`config.mk`:
```
export PLATFORM = sky130hd
export DESIGN_NAME = phase_enable_gen
export DESIGN_NICKNAME = d
export VERILOG_FILES = /design/src/rtl/phase_enable_gen.sv
export SDC_FILE = /design/constraint.sdc
export NUM_CORES = 1
export LEC_CHECK = 0
export ABC_AREA = 0
export BUFFER_PORTS_ARGS = -buffer_cell sky130_fd_sc_hd__buf_4
export CAP_MARGIN = 20
export CORE_MARGIN = 2
export CORE_UTILIZATION = 50
export CTS_CLUSTER_SIZE = 20
export DETAILED_ROUTE_END_ITERATION = 8
export HOLD_SLACK_MARGIN = 0.12
export MAX_ROUTING_LAYER = met4
export PLACE_DENSITY = 0.69
export SLEW_MARGIN = 40
export SYNTH_ARGS = -nofsm -noshare
export SYNTH_HDL_FRONTEND = slang
export SYNTH_SLANG_ARGS = --single-unit
export TNS_END_PERCENT = 1
```
`constraint.sdc`:
```
create_clock -name i_clk -period 4.9 [get_ports i_clk]
set_input_delay 0.98 -clock i_clk [delete_from_list [all_inputs] [get_ports i_clk]]
set_output_delay 0.98 -clock i_clk [all_outputs]
set_load 0.005 [all_outputs]
```
`src/rtl/phase_enable_gen.sv`:
```
// phase_enable_gen: rotating per-channel enable pulse generator.
// Each channel owns a slot of (div+1) cycles; the owning channel gets a
// one-cycle pulse at the first cycle of its slot. Runs for a fixed number of
// full rotations, or continuously until a graceful stop.
module phase_enable_gen #(
    parameter int N     = 2,
    parameter int DIV_W = 8,
    localparam int CW   = (N > 1) ? $clog2(N) : 1
) (
    input  logic             i_clk,
    input  logic             i_rst_n,
    input  logic             i_start,
    input  logic             i_stop,
    input  logic [DIV_W-1:0] i_div,
    input  logic [DIV_W-1:0] i_rounds,
    output logic [N-1:0]     o_ens,
    output logic [CW-1:0]    o_chan,
    output logic             o_active,
    output logic             o_done
);

    localparam logic [CW-1:0] LAST_CHAN = CW'(N - 1);

    typedef enum logic [1:0] {
        IDLE,
        RUN,
        STOPPING
    } state_e;

    state_e           state_q;
    logic [DIV_W-1:0] div_q;
    logic [DIV_W-1:0] rounds_q;
    logic [DIV_W-1:0] slot_q;
    logic [DIV_W-1:0] round_q;
    logic [CW-1:0]    chan_q;
    logic [N-1:0]     ens_q;
    logic             active_q;
    logic             done_q;

    logic [CW-1:0]    chan_d;
    logic [DIV_W-1:0] round_d;
    logic             slot_end;
    logic             chan_wrap;
    logic             rounds_hit;
    logic             finish;

    // Next slot owner, saturating round count and end-of-run decision
    always_comb begin
        slot_end   = (slot_q == div_q);
        chan_wrap  = (chan_q == LAST_CHAN);
        chan_d     = chan_wrap ? '0 : chan_q + CW'(1);
        round_d    = (round_q == '1) ? round_q : round_q + DIV_W'(1);
        rounds_hit = (rounds_q != '0) && chan_wrap && (round_d == rounds_q);
        // A stop seen in the last cycle of a slot ends the run at that boundary
        finish     = slot_end && ((state_q == STOPPING) || i_stop || rounds_hit);
    end

    // Control FSM with registered outputs; pulses default low every cycle
    always_ff @(posedge i_clk or negedge i_rst_n) begin
        if (!i_rst_n) begin
            state_q  <= IDLE;
            div_q    <= '0;
            rounds_q <= '0;
            slot_q   <= '0;
            round_q  <= '0;
            chan_q   <= '0;
            ens_q    <= '0;
            active_q <= 1'b0;
            done_q   <= 1'b0;
        end else begin
            ens_q  <= '0;
            done_q <= 1'b0;
            case (state_q)
                IDLE: begin
                    if (i_start && !i_stop) begin
                        div_q    <= i_div;
                        rounds_q <= i_rounds;
                        slot_q   <= '0;
                        round_q  <= '0;
                        chan_q   <= '0;
                        ens_q    <= N'(1);
                        active_q <= 1'b1;
                        state_q  <= RUN;
                    end
                end
                RUN, STOPPING: begin
                    if (finish) begin
                        slot_q   <= '0;
                        chan_q   <= '0;
                        round_q  <= '0;
                        active_q <= 1'b0;
                        done_q   <= 1'b1;
                        state_q  <= IDLE;
                    end else if (slot_end) begin
                        slot_q <= '0;
                        chan_q <= chan_d;
                        ens_q  <= N'(1) << chan_d;
                        if (chan_wrap) begin
                            round_q <= round_d;
                        end
                    end else begin
                        slot_q <= slot_q + DIV_W'(1);
                        if (state_q == RUN && i_stop) begin
                            state_q <= STOPPING;
                        end
                    end
                end
                default: begin
                    state_q  <= IDLE;
                    active_q <= 1'b0;
                end
            endcase
        end
    end

    assign o_ens    = ens_q;
    assign o_chan   = chan_q;
    assign o_active = active_q;
    assign o_done   = done_q;

endmodule

```
==> results_dict.tcl, run 1 <==
set metrics [dict create \
    run_status "finished, final reports clean" \
    async_flop_share_pct 100 \
    finalInstanceArea_um2 2930 \
    core-area_um2 5070 \
    synth-xor-area-share_pct 3.68 \
    synth.area.top_cells "dfrtp_1 (37%), mux2_2 (6.9%), nand2_1 (3.7%)" \
    relSlewSlack_pct 44.8 \
    die_w_um 76.3 \
    peakVddDrop_mv 0.289 \
    synth-simple-area-share_pct 21.1 \
    syn_to_final_growth_pct 12.1 \
    grtUsageTotal_pct 22.3 \
    final_max_slew_viol_count 0 \
    post-synth-top-area-cell "dfrtp_1" \
    antenna_found_initial 0 \
    n_fill_cell 479 \
    cts_setup_buffers 0 \
    leakagePower_nw 1.23 \
    synth_top_family_by_area "compound AO/OA/AOI/OAI gates" \
    htreeDepth 2 \
    ys_seq_area_share_pct 37.3 \
    grt_overflow 0 \
    fin_worst_skew_ns 0.00694 \
    cts_hold_buf 0 \
    synthesis.area_um2 2620 \
    worst_slew_pin_slew_ns 0.829 \
    drtAntennaViolNets 0 \
    cp_max_fo 16 \
    avgSynthCellArea_um2 9.38 \
    synth_top_area_share_pct 37.3 \
    synth_most_common_cell "dfrtp_1" \
    rsz0062_at_grt "false" \
    cp.required_ns 5.10 \
    ys.flop_type "dfrtp_1" \
    vias_per_cell 5.98 \
    port_buffers 24 \
    postPlaceCellArea_um2 2810 \
    syn_inst 279 \
    wirelength_um 6120 \
    ios 25 \
    cts_buffers 5 \
    drive_above_1_share_pct 19.9 \
    grt_pass1_vias 2067 \
    syn-num-nets 305 \
    setup_viol 0 \
    final_net_count 322 \
    die_y_um 76.3 \
    num_rows 26 \
    cap_violations 0 \
    grt_pass1_wl_um 10400 \
    period_needed_ns 3.12 \
    clkTransAtPathRegs_ns 0.09 \
    yosys.cell_types.count 62 \
    clk_path_buf_depth 2 \
    hpwl_um 4420 \
    cts_tree "built" \
    cp_data_arrival_time_ns 3.31 \
    muxShareOfSynthArea_pct 8.03 \
    firstDrtPassIters 4 \
    hold_viol 0 \
    grt_max_degree 40 \
    start_util_pct 51.6 \
    n_antenna_cell 0 \
    synth_edf_count 0 \
    die_area_um2 5830 \
    pre_cts_ws_ns 1.85 \
    worstHoldPathType "flop to flop" \
    worst_slack_ns 1.78 \
    finalCritPeriodShare_pct 63.6 \
    cts.sinks 39 \
    synth_fa_ha_area_share_pct 2.87 \
    clk_latency_ns 0.29 \
    powerDensity_nw_per_um2 466 \
    drt_iter0_drc 251 \
    fmax_mhz 321 \
    synth-compound-area-share_pct 22.0 \
    synth-seq-cells 39 \
    yosys-top-cells-count "dfrtp_1 (39), nand2_1 (26), o21ai_0 (19)" \
    ys_warn_count 0 \
    cts_resized 0 \
    cp-start-kind "flop" \
    drc_errors 0 \
    cts_root_buffer "clkbuf_8" \
    via_count 2195 \
    wl_per_cell_um 16.7 \
    tns_ns 0 \
    place_congestion 0.914 \
    crit_type "flop to flop" \
    worst_setup_path_end_kind "flop" \
]
per-layer routing:
metal  routed length, um  track usage [%]
met1                2850             30.5
met2                2980             35.7
met3                 232             2.96
met4                  58             5.09
met5                   0                -
power breakdown:
part	internal (mW)	switching, mW
Clock	0.168	0.122
Sequential	0.412	0.108
Combinational	0.240	0.316
Total	0.820	0.546
flip-flops by register name (all words and copies together), names as in the netlist:
signal and flops:
div_q 8, round_q 8, rounds_q 8, slot_q 8
o_ens 2, state_q 2, o_active 1, o_chan 1
o_done 1
through the flow:
step | total power [mW] | util [%] | hold WS, ns | cells
after floorplan | 0.921 | - | 0.487 | 279
after global placement | 1.06 | 55.3 | 0.510 | 359
after detailed placement | 1.07 | 55.3 | 0.514 | 359
after CTS | 1.37 | 57.7 | 0.533 | 367
after global routing | 1.45 | 57.8 | 0.539 | 367
final | 1.37 | 57.8 | 0.528 | 367
logic make-up (layout without fill, tap and decap cells):
logic type | after synthesis | after routing
AND/OR/NAND/NOR | 101 | 101
AO/OA/AOI/OAI | 76 | 76
flip-flops | 39 | 39
buffers and inverters | 27 | 45
multiplexers | 19 | 19
XOR/XNOR | 11 | 11
adder cells (fa/ha/maj) | 6 | 6
critical path: stages (launching register included):
cell	delay, ns
dfrtp_1	0.49
ha_1	0.40
and4_1	0.37
and2_4	0.20
o311ai_1	0.11
a31o_1	0.29
a311oi_4	0.68
nand3_1	0.23
o41ai_2	0.25
area by class of cell:
cell class              instances  area [um2]  share of cell area (%)
repair buffers                 25         188                    6.40
multi-input cells             213        1520                    51.7
clock inverters                 2        38.8                    1.32
flip-flops and latches         39         976                    33.3
inverters                      12        45.0                    1.54
well taps                      70        87.6                    2.99
clock buffers                   6        82.6                    2.82
layout by cell type (no fill, tap or decap), drive strengths merged, types with 3 or more instances in the layout:
master  Yosys  layout
nor4        6       6
nand2b      3       3
nand2      26      26
ha          6       6
mux2i       3       3
buf         8      25
o21ai      20      20
o211ai      3       3
inv        12      13
a31oi       8       8
xor2       10      10
a211oi      3       3
nor2b       3       3
and2        4       4
nor2       13      13
nor3        5       5
mux2       16      16
o221ai      3       3
and3        7       7
a21oi      10      10
nor3b       3       3
dfrtp      39      39
clkbuf      7       6
nand3      11      11
nand4      11      11
o21a        3       3
final timing paths:
check | cells after the start | from | endpoint | slack (ns)
setup / recovery | 8 | round_q[0] | round_q[6] | 1.78
hold reg to reg | 1 | div_q[7] | div_q[7] | 0.53
max in group asynchronous | 1 | i_rst_n | div_q[1] | 3.91
min in group asynchronous | 1 | i_rst_n | o_ens[1] | 0.64
setup reg to reg | 8 | round_q[0] | round_q[6] | 1.78
hold / removal | 1 | div_q[7] | div_q[7] | 0.53
Power figures use the tool's default switching activity.
==> run 2: changes to the inputs <==
Clock period 4.9 ns to 2.87 ns, I/O delays scaled along.
==> run 2 against run 1 <==
Cell area grew 2.0%. Wire length up 6.9%. Largest cell class unchanged. Via count increased by 5.2%.
==> results_dict.tcl, run 2 (same netlist as run 1, synthesis figures left out) <==
set metrics [dict create \
    run_status "finished, final reports clean" \
    tns_ns 0 \
    crit_type "flop to flop" \
    drc_errors 0 \
    num_rows 26 \
    worst_slew_pin_slew_ns 0.506 \
    placed_cells 366 \
    cts_tree "built" \
    vias_per_cell 6.18 \
    ios 25 \
    via_count 2310 \
    cp-start-kind "flop" \
    clk_path_buf_depth 2 \
    fin_cells 374 \
    intPower_mw 1.44 \
    final_max_slew_viol_count 0 \
    cts_setup_buffers 0 \
    grt_pass1_wl_um 11000 \
    place_congestion 0.945 \
    antenna_found_initial 0 \
    power_frac_comb_pct 42.7 \
    sw_frac_of_total_pct 40.5 \
    fin_worst_skew_ns 0.0132 \
    grt_busiest_layer "met2" \
    syn_to_final_growth_pct 14.3 \
    clkTransAtPathRegs_ns 0.09 \
    grt_use_met1_pct 33.5 \
    p_sw_uw 977 \
    final_net_count 329 \
    clkPwrFrac_pct 20.2 \
    powerDensity_nw_per_um2 807 \
    wl_per_cell_um 17.5 \
    port_buffers 24 \
    layout_common_cells "dfrtp_1 (38), buf_4 (32), nand2_1 (26)" \
    drive_above_1_share_pct 22.4 \
    seqPwrFrac_pct 37.0 \
    fin_hold_ws_ns 0.231 \
    final_util_pct 58.9 \
    cts_buffers 5 \
    finalCritPeriodShare_pct 93.4 \
    drtAntennaViolNets 0 \
    fmax_mhz 373 \
    clk_latency_ns 0.30 \
    peakVddDrop_mv 0.455 \
    cp.required_ns 3.06 \
    setup_viol 0 \
    use_met2_pct 35.4 \
    grt_overflow 0 \
    worstHoldPathType "input pin to async pin" \
    core-area_um2 5070 \
    cts_root_buffer "clkbuf_8" \
    hpwl_um 4800 \
    cts_resized 0 \
    drt_iter0_drc 242 \
    hold_viol 0 \
    cts_hold_buf 0 \
    period_needed_ns 2.68 \
    n_antenna_cell 0 \
    cap_violations 0 \
    firstDrtPassIters 4 \
    rsz0062_at_grt "false" \
    wirelength_um 6540 \
    grtUsageTotal_pct 24.3 \
    die_w_um 76.3 \
    cp_data_arrival_time_ns 2.87 \
    layout_commonest_cell "dfrtp_1" \
    die_area_um2 5830 \
    relSlewSlack_pct 66.0 \
    die_y_um 76.3 \
    start_util_pct 51.6 \
    leakagePower_nw 1.26 \
    cp_max_fo 16 \
    grt_util_met3_pct 5.33 \
    cts.sinks 39 \
    grt_pass1_vias 2205 \
    grt_max_degree 40 \
    worst_setup_path_end_kind "flop" \
    htreeDepth 2 \
]
## run 2: changes by cell type in the layout (fill, tap and decap cells not counted)
cell and change:
dfrtp_2 +1, dfrtp_1 -1, nand3_2 -1, and4_2 +1
clkinv_2 +1, ha_1 -1, and4_1 -1, ha_4 +1
nand3_1 +1, buf_4 +7, inv_6 -1
## run 2: layout make-up
cell class                      count  area, um2
Sequential cell                    39        977
Multi-Input combinational cell    213       1520
Clock buffer                        6       82.6
Inverter                           12       45.0
Timing Repair Buffer               32        240
Fill cell                         474       2080
Tap cell                           70       87.6
Clock inverter                      2       35.0
## run 2: through the flow
step           setup slack [ns]  cell area, um2  total power, mW
3_5_place_dp              0.140            2860             1.91
6_report                  0.189            2990             2.41
2_1_floorplan             0.313            2620             1.57
3_3_place_gp              0.208            2860             1.88
5_1_grt                  0.0141            2990             2.58
4_1_cts                   0.100            2980             2.40
## run 2: worst paths after layout
path | startpoint | slack [ns] | depth (start not counted) | endpoint
setup reg to reg | round_q[3] | 0.19 | 8 | o_chan
setup / recovery | round_q[3] | 0.19 | 8 | o_chan
hold reg to reg | div_q[1] | 0.54 | 1 | div_q[1]
min in group i_clk | i_rounds[3] | 0.50 | 2 | rounds_q[3]
hold / removal | i_rst_n | 0.23 | 1 | round_q[6]
max in group asynchronous | i_rst_n | 2.29 | 1 | round_q[2]
## run 2: per-layer routing
layer | wire length, um | up-vias
met5 | 0 | -
met4 | 170 | 0
met3 | 484 | 19
met2 | 3000 | 96
met1 | 2890 | 1106
li1 | - | 1089
## run 2: worst max-delay path, stage by stage (launching register included)
cell	delay, ns
dfrtp_1	0.61
nand3_2	0.21
o311ai_1	0.41
o211ai_1	0.25
nor4_4	0.38
a311oi_4	0.13
buf_4	0.22
a31o_1	0.19
a22o_1	0.17
## run 2: power by group through the flow
stage / registers [mW] / clock network (mW) / logic [mW]
after CTS: 0.890 / 0.490 / 1.02
after global placement: 0.892 / 0 / 0.984
after detailed placement: 0.901 / 0 / 1.01
final: 0.895 / 0.488 / 1.03
after floorplan: 0.832 / 0 / 0.740
after global routing: 0.921 / 0.525 / 1.13
